$ cat config.mk
export PLATFORM = sky130hd
export DESIGN_NAME = mult_err_sweep_ctrl
export DESIGN_NICKNAME = d
export VERILOG_FILES = /design/src/rtl/mult_err_sweep_ctrl.sv
export SDC_FILE = /design/constraint.sdc
export NUM_CORES = 1
export LEC_CHECK = 0
export CORE_UTILIZATION = 37
export DETAILED_ROUTE_END_ITERATION = 10
export HOLD_SLACK_MARGIN = 0.05
export PLACE_DENSITY_LB_ADDON = 0.08
export SYNTH_ARGS = -nofsm -noshare
export SYNTH_HDL_FRONTEND = slang
export SYNTH_SLANG_ARGS = --single-unit
$ cat constraint.sdc
create_clock -name clk -period 10.7 [get_ports clk]
set_input_delay 2.14 -clock clk [delete_from_list [all_inputs] [get_ports clk]]
set_output_delay 2.14 -clock clk [all_outputs]
set_load 0.01 [all_outputs]
$ cat src/rtl/mult_err_sweep_ctrl.sv
// mult_err_sweep_ctrl: sweeps every operand pair (a,b) in [0..a_max]x[0..b_max]
// through an external multiplier with LAT cycles of latency. It compares each
// returned product against the exact product and counts compared and
// mismatching pairs.
// Optional feature macro: MULT_ERR_SWEEP_DIST_EN adds the error-distance
// outputs sum_abs_err and max_abs_err.
module mult_err_sweep_ctrl #(
    parameter int WIDTH = 16,
    parameter int LAT   = 0
) (
    input  logic                 clk,
    input  logic                 rst_n,
    input  logic                 start,
    input  logic                 abort,
    input  logic                 hold,
    input  logic [WIDTH-1:0]     a_max,
    input  logic [WIDTH-1:0]     b_max,
    output logic [WIDTH-1:0]     op_a,
    output logic [WIDTH-1:0]     op_b,
    input  logic [2*WIDTH-1:0]   approx_y,
    output logic                 busy,
    output logic                 done,
    output logic                 aborted,
    output logic [2*WIDTH:0]     total_cnt,
    output logic [2*WIDTH:0]     err_cnt
`ifdef MULT_ERR_SWEEP_DIST_EN
    ,
    output logic [4*WIDTH-1:0]   sum_abs_err,
    output logic [2*WIDTH-1:0]   max_abs_err
`endif
);

    typedef enum logic [1:0] {
        S_IDLE  = 2'd0,
        S_RUN   = 2'd1,
        S_DRAIN = 2'd2,
        S_DONE  = 2'd3
    } state_t;

    localparam logic [WIDTH-1:0] IDX_ONE = 1;
    localparam logic [2*WIDTH:0] CNT_ONE = 1;

    state_t             state_q, state_d;
    logic [WIDTH-1:0]   a_max_q, b_max_q;
    logic [WIDTH-1:0]   op_a_q, op_a_d;
    logic [WIDTH-1:0]   op_b_q, op_b_d;
    logic               aborted_q, aborted_d;
    logic [2*WIDTH:0]   total_q, total_d;
    logic [2*WIDTH:0]   err_q, err_d;

    logic               issue;      // a pair is presented and counted this cycle
    logic               kill;       // abort honoured this cycle
    logic               last_pair;  // current operands are the final pair
    logic [2*WIDTH-1:0] exact_now;  // exact product of the presented pair
    logic               cmp_vld;    // tag at the comparison point
    logic [2*WIDTH-1:0] cmp_exact;  // exact product travelling with that tag
    logic               pending;    // tags still inside the line (excluding the compare point)
    logic               cnt_en;
    logic               mismatch;

    assign issue     = (state_q == S_RUN) && !hold && !abort;
    assign kill      = abort && ((state_q == S_RUN) || (state_q == S_DRAIN));
    assign last_pair = (op_a_q == a_max_q) && (op_b_q == b_max_q);
    assign exact_now = {{WIDTH{1'b0}}, op_a_q} * {{WIDTH{1'b0}}, op_b_q};
    assign cnt_en    = cmp_vld && !kill;
    assign mismatch  = (approx_y != cmp_exact);

    generate
        if (LAT == 0) begin : g_nodly
            assign cmp_vld   = issue;
            assign cmp_exact = exact_now;
            assign pending   = 1'b0;
        end else begin : g_dly
            logic [LAT-1:0]     vld_q;
            logic [2*WIDTH-1:0] prod_q [LAT];

            // Tag and exact-product delay line matching the multiplier latency; abort empties it
            always_ff @(posedge clk or negedge rst_n) begin
                if (!rst_n) begin
                    vld_q <= '0;
                    for (int i = 0; i < LAT; i++) begin
                        prod_q[i] <= '0;
                    end
                end else begin
                    vld_q[0]  <= issue;
                    prod_q[0] <= exact_now;
                    for (int i = 1; i < LAT; i++) begin
                        vld_q[i]  <= vld_q[i-1] && !kill;
                        prod_q[i] <= prod_q[i-1];
                    end
                end
            end

            // Any valid tag that has not yet reached the compare point
            always_comb begin
                pending = 1'b0;
                for (int i = 0; i < LAT - 1; i++) begin
                    pending = pending | vld_q[i];
                end
            end

            assign cmp_vld   = vld_q[LAT-1];
            assign cmp_exact = prod_q[LAT-1];
        end
    endgenerate

    // Next-state, operand stepping and counter update
    always_comb begin
        state_d   = state_q;
        op_a_d    = op_a_q;
        op_b_d    = op_b_q;
        aborted_d = aborted_q;
        total_d   = total_q;
        err_d     = err_q;

        if (cnt_en) begin
            total_d = total_q + CNT_ONE;
            if (mismatch) begin
                err_d = err_q + CNT_ONE;
            end
        end

        case (state_q)
            S_IDLE: begin
                if (start) begin
                    state_d   = S_RUN;
                    op_a_d    = '0;
                    op_b_d    = '0;
                    aborted_d = 1'b0;
                    total_d   = '0;
                    err_d     = '0;
                end
            end
            S_RUN: begin
                if (abort) begin
                    state_d   = S_DONE;
                    aborted_d = 1'b1;
                end else if (issue) begin
                    if (last_pair) begin
                        // Operands stay parked on the final pair; no wrap past the bounds
                        state_d = (LAT == 0) ? S_DONE : S_DRAIN;
                    end else if (op_b_q == b_max_q) begin
                        op_b_d = '0;
                        op_a_d = op_a_q + IDX_ONE;
                    end else begin
                        op_b_d = op_b_q + IDX_ONE;
                    end
                end
            end
            S_DRAIN: begin
                if (abort) begin
                    state_d   = S_DONE;
                    aborted_d = 1'b1;
                end else if (!pending) begin
                    state_d = S_DONE;
                end
            end
            default: begin
                state_d = S_IDLE;
            end
        endcase
    end

    // State, operand, counter registers and bounds latched at start
    always_ff @(posedge clk or negedge rst_n) begin
        if (!rst_n) begin
            state_q   <= S_IDLE;
            a_max_q   <= '0;
            b_max_q   <= '0;
            op_a_q    <= '0;
            op_b_q    <= '0;
            aborted_q <= 1'b0;
            total_q   <= '0;
            err_q     <= '0;
        end else begin
            state_q   <= state_d;
            op_a_q    <= op_a_d;
            op_b_q    <= op_b_d;
            aborted_q <= aborted_d;
            total_q   <= total_d;
            err_q     <= err_d;
            if ((state_q == S_IDLE) && start) begin
                a_max_q <= a_max;
                b_max_q <= b_max;
            end
        end
    end

`ifdef MULT_ERR_SWEEP_DIST_EN
    logic [2*WIDTH-1:0] abs_err;
    logic [4*WIDTH-1:0] sum_q, sum_d;
    logic [2*WIDTH-1:0] max_q, max_d;

    assign abs_err = (approx_y >= cmp_exact) ? (approx_y - cmp_exact) : (cmp_exact - approx_y);

    // Error-distance accumulation, updated alongside err_cnt
    always_comb begin
        sum_d = sum_q;
        max_d = max_q;
        if ((state_q == S_IDLE) && start) begin
            sum_d = '0;
            max_d = '0;
        end else if (cnt_en && mismatch) begin
            sum_d = sum_q + {{(2*WIDTH){1'b0}}, abs_err};
            if (abs_err > max_q) begin
                max_d = abs_err;
            end
        end
    end

    // Error-distance registers
    always_ff @(posedge clk or negedge rst_n) begin
        if (!rst_n) begin
            sum_q <= '0;
            max_q <= '0;
        end else begin
            sum_q <= sum_d;
            max_q <= max_d;
        end
    end

    assign sum_abs_err = sum_q;
    assign max_abs_err = max_q;
`endif

    assign op_a      = op_a_q;
    assign op_b      = op_b_q;
    assign busy      = (state_q == S_RUN) || (state_q == S_DRAIN);
    assign done      = (state_q == S_DONE);
    assign aborted   = aborted_q;
    assign total_cnt = total_q;
    assign err_cnt   = err_q;

endmodule

Word level (Yosys, flattened, before mapping)
Index checks and enable logic that the tools add are counted.
{ "totals": {"regBits": 133, "output_inout_bits": 101, "wordCells": 71} }
{ "op_classes": {"addsub": 4, "mul": 1, "eq_ne": 14, "mux": 26, "n_reduce_logical": 18} }
{ "ops": {"columns": ["operator", "count"], "rows": [
  ["two-way mux 33 bit", 7],
  ["two-way mux 16 bit", 9],
  ["adder 33 x 1 -> 33 bit, second input constant", 2],
  ["one-hot mux 16 bit (2 select lines)", 2],
  ["adder 16 x 1 -> 16 bit, second input constant", 2],
  ["== test 16 bit", 2],
  ["multiplier 16 x 16 -> 32 bit", 1],
  ["inequality test 32 bit", 1],
  ["two-way mux 2 bit", 4],
  ["inequality test 2 bit, second input constant", 4],
  ["logical AND 1 bit", 6],
  ["inequality test 3 bit, second input constant", 2],
  ["one-hot mux 2 bit (3 select lines)", 1],
  ["AND reduction 3 bit", 2],
  ["AND reduction 6 bit", 1],
  ["AND reduction 5 bit", 1],
  ["== test 2 bit, second input constant", 2],
  ["inequality test 2 x 1 -> 1 bit, second input constant", 2],
  ["nonzero test 2 bit", 2],
  ["zero test 1 bit", 3],
  ["== test 2 x 1 -> 1 bit, second input constant", 1],
  ["zero test 2 bit", 1],
  ["two-way mux 1 bit", 2],
  ["one-hot mux 1 bit (2 select lines)", 1],
  ["other kinds (2)", 2]
]} }

Logic depth before layout (Yosys ltp)
{ "logic_depth": {"depth_word": 8, "depth_mapped": 29} }

Least setup slack after synthesis
Ideal clock, no wire load.
{ "synth_timing": {"path_type": "flip-flop to flip-flop", "start": "register op_a_q[2], in the netlist op_a[2]", "end": "register err_q[15], in the netlist err_cnt[15]", "setup_ns": 0.147, "arrival_ns": 6.896, "required_ns": 10.553, "setup_slack_ns": 3.657, "path_stages_with_launch": 24, "n_path_buf": 5, "period_less_slack_ns": 7.043, "path_cell_list": "dfrtp_1 -> clkbuf_1 -> clkbuf_1 -> clkbuf_1 -> nand2_1 -> fa_1 -> fa_1 -> fa_1 -> fa_1 -> fa_1 -> fa_1 -> inv_1 -> ha_1 -> clkbuf_1 -> nand4_1 -> or4_4 -> a21oi_2 -> o211ai_1 -> a2111oi_4 -> nand4_2 -> nor3_4 -> clkbuf_1 -> or4_1 -> a21oi_2"} }
{ "synth_between": {"elab_chain_len": 6} }
{ "synth_lines": {"columns": ["item", "line_no", "text"], "rows": [
  ["start: declaration", "45", "logic [WIDTH-1:0] op_a_q, op_a_d;"],
  ["start signal: assignment", "177", "op_a_q <= op_a_d;"],
  ["multiplier 16 x 16 -> 32 bit (*)", "64", "assign exact_now = {{WIDTH{1'b0}}, op_a_q} * {{WIDTH{1'b0}}, op_b_q};"],
  ["inequality test 32 bit (*)", "66", "assign mismatch = (approx_y != cmp_exact);"],
  ["two-way mux 33 bit (*)", "118", "if (mismatch) begin"],
  ["two-way mux 33 bit (*)", "116", "if (cnt_en) begin"],
  ["two-way mux 33 bit", "125", "if (start) begin"],
  ["two-way mux 33 bit (*)", "123", "case (state_q)"],
  ["via err_d[15]", "49", "logic [2*WIDTH:0] err_q, err_d;"],
  ["end signal: assignment", "181", "err_q <= err_d;"],
  ["end: declaration", "49", null]
]} }
Mark *: on every way through the listed nets, which the timed path passes. The rest lies on a longest branch.
A chain may end at the register's enable or synchronous reset.

Final worst setup path
{ "layout_timing": {"start": "register op_b_q[1], in the netlist op_b[1]", "end": "register err_q[30], in the netlist err_cnt[30]"} }
{ "layout_between": {"elab_chain_len": 6} }
{ "layout_lines": {"columns": ["item", "line_no", "text"], "rows": [
  ["start: declaration", "46", "logic [WIDTH-1:0] op_b_q, op_b_d;"],
  ["start signal: assignment", "178", "op_b_q <= op_b_d;"],
  ["multiplier 16 x 16 -> 32 bit (*)", "64", null],
  ["inequality test 32 bit (*)", "66", null],
  ["two-way mux 33 bit (*)", "118", null],
  ["two-way mux 33 bit (*)", "116", null],
  ["two-way mux 33 bit", "125", null],
  ["two-way mux 33 bit (*)", "123", null],
  ["via err_d[30]", "49", null]
]} }
Marked as above.

==> flow_metrics.py <==
metrics = {
    "detailed_routing": {
        "totalWireLength_um": 46200,
        "final_antenna_net_count": 0,
        "drtPass1Iterations": 6,
        "drt_iter0_drc": 800,
        "vias": 13100,
        "drcViolationCount": 0,
        "avgRoutedWirePerCell_um": 18.4,
        "drt-vias-per-instance": 5.22,
    },
    "clock_tree": {
        "cts_tree": "built",
        "clockRootBuffer": "clkbuf_16",
        "cts_hold_buf": 0,
        "h-tree-depth": 4,
        "clock_sinks": 133,
        "cts_setup_buffers": 0,
        "cts_buffers": 17,
        "cts_resized": 0,
        "clkSlewWorstSetupHoldPaths_ps": 60,
        "clockBufferDepth": 2,
        "clk_latency_ps": 440,
    },
    "sta": {
        "min_period_over_period_pct": 73.4,
        "fin_ws_ps": 2840,
        "setup_tns_ps": 0,
        "fmax_mhz": 127,
        "slew_violations": 0,
        "hold_viol_final": 0,
        "finalCriticalPeriod_ps": 7860,
        "rsz0062_at_grt": "no",
        "clock_skew_ps": 21.7,
        "slew_headroom_pct": 27.4,
        "setup_viol": 0,
        "tightest_slew_ps": 1090,
    },
    "synthesis": {
        "netlist_area_sq_um": 16000,
        "ys_seq_area_share_pct": 20.8,
        "synthTopCellsByArea": "fa_1 24%, dfrtp_1 21%, ha_1 8.7%",
        "synth_top_area_share_pct": 24.2,
        "yosysWarnings": 0,
        "synthCells": 1834,
        "synth_ff_type": "dfrtp_1",
        "synth_edf_count": 0,
        "synth_top_cell_by_area": "fa_1",
        "syn_nets": 2209,
        "synth-seq-cells": 133,
        "ys_types": 67,
        "ys_async_sr_fraction_pct": 100,
        "syn_avg_cell_area_sq_um": 8.74,
    },
    "run": {
        "maxCapViolCount": 0,
    },
    "setup_path": {
        "cp-end-kind": "register",
        "critical_path.top_delay_family": "adder cells",
        "path_buf_inv": 2,
        "r2r.worst_path.cells": 20,
        "path_class": "reg2reg",
        "path_max_fanout": 62,
        "critPathMostFrequentCell": "fa_1",
        "cp-start-kind": "register",
        "slowest_delay_ps": 1020,
        "crit_slowest_cell": "dfrtp_1",
        "cp.required_ps": 10970,
        "path_cells": "nand2_1 > fa_1 > fa_1 > fa_1 > fa_1 > fa_1 > fa_1 > inv_1 > ha_1 > a21oi_1 > o221ai_1 > a21oi_1 > o31ai_1 > a311o_1 > a211oi_1 > nand4_2 > nor3_4 > buf_4 > or4_1 > a21oi_2",
        "cp_num_cells": 20,
        "cp.arrival_ps": 8130,
    },
    "cells_and_area": {
        "drive_gt1_share_pct": 4.70,
        "layout-area-overhead-vs-synth_pct": 16.5,
        "nets": 2297,
        "nFillCells": 4137,
        "final_cells": 2512,
        "num_antenna_cells": 0,
        "layout_common_cells": "349 x nand2_1, 198 x inv_1, 194 x fa_1",
        "final_common_cell": "nand2_1",
    },
    "die": {
        "die_h_um": 210,
        "ios": 170,
        "initial_core_util_pct": 37.9,
        "die_w_um": 210,
        "rows": 75,
        "core_sq_um": 42300,
        "dieArea_sq_um": 44200,
    },
    "status": {
        "status": "finished clean",
    },
    "hold_path": {
        "min_path_cells": 2,
        "hold_class": "reg2reg",
    },
    "place": {
        "dp_cells": 2480,
        "io_buffers": 169,
        "post-dp-hpwl_um": 34800,
        "dp_slack_ps": 2830,
        "gp_congestion": 0.886,
    },
    "global_routing": {
        "first_global_vias": 13600,
        "grt_max_degree": 82,
        "grt_pass1_wl_um": 75200,
        "grt_overflow": 0,
        "track_usage_pct": 21.7,
        "antenna_found_initial": 0,
    },
    "power": {
        "p_leak_nw": 7.87,
        "finalPower_mw": 1.72,
        "ir_drop_v": 0.000106,
        "pwr_density_cell_nw_per_um2": 92.0,
    },
}
cell usage after synthesis, types with 3 or more instances:
cell / instances
o311ai_0: 3
buf_2: 5
nor2_1: 79
mux2i_1: 5
a21oi_1: 45
dfrtp_1: 133
or2_2: 4
nor3_1: 9
o21ai_0: 55
a21oi_2: 28
o2111ai_1: 4
or4_1: 27
a211oi_1: 6
inv_1: 198
buf_1: 5
and3_1: 18
nand3_1: 39
o31ai_1: 27
o211ai_1: 7
and4_1: 11
nand2b_1: 17
o21bai_1: 3
nand4_1: 45
a31oi_1: 6
xnor2_1: 41
ha_1: 112
clkbuf_1: 98
a211o_1: 3
xor2_1: 77
or3_1: 14
and2_1: 91
nand2_1: 349
fa_1: 194
nor3b_1: 3
nor4_1: 15
o21a_1: 11
a21o_1: 8
o21ai_2: 3
stage by stage:
stage	utilization, %	hold slack, ps	instance area (sq um)
floorplan	-	465	16000
CTS	44.1	501	18700
global route	44.1	531	18700
detailed placement	42.7	485	18100
global placement	42.7	478	18100
finish	44.1	496	18700
logic make-up after synthesis:
logic type,Yosys count,share of synthesized area [%]
xor gates and xnor gates,118,6.45
DFF,133,20.8
buffers and inverters,311,7.62
adders and majority gates,306,33.0
muxes,6,0.382
AOI/OAI and AO/OA,231,9.83
and+or+nand+nor,729,22.0
report_power, final:
part	internal (mW)	leakage, nW	total, mW	switching (mW)
Sequential	0.576	1.80	0.677	0.101
Combinational	0.170	5.78	0.422	0.252
Clock	0.376	0.295	0.619	0.243
Total	1.12	7.87	1.72	0.596
flip-flops by register name (all words and copies together), names as in the netlist:
signal / count
op_b: 16
err_cnt: 33
total_cnt: 33
state_q: 2
a_max_q: 16
b_max_q: 16
aborted: 1
op_a: 16
worst paths after layout:
| kind | to | start | slack [ps] |
|---|---|---|---|
| min reg2reg | b_max_q[15] | b_max_q[15] | 500 |
| min | b_max_q[15] | b_max_q[15] | 500 |
| min in group asynchronous | err_cnt[16] | rst_n | 1750 |
| max | err_cnt[30] | op_b[1] | 2840 |
| max reg2reg | err_cnt[30] | op_b[1] | 2840 |
| max in group asynchronous | total_cnt[6] | rst_n | 7660 |
metal layers:
metal  up-vias  wire length (um)  track usage [%]
li1       6161                 -                -
met1      6590             20000             27.9
met2       309             23700             38.2
met3        54              1680             2.80
met4         0               911             6.07
met5         -                 0                0
final cells by class:
class	count	area, sq um	area share (%)
multi-input combinational	1390	11500	61.5
sequential	133	3330	17.8
timing repair buffer	182	1790	9.58
inverter	198	743	3.98
tap	577	722	3.86
clock buffer	19	443	2.37
clock inverter	13	171	0.917
worst min-delay path, delay by kind of cell, from the launching register on:
kind / cells / cell delay [ps]
flip-flops: 1 / 360
AND/OR/NAND/NOR: 2 / 110
(Power assumes the default switching activity.)
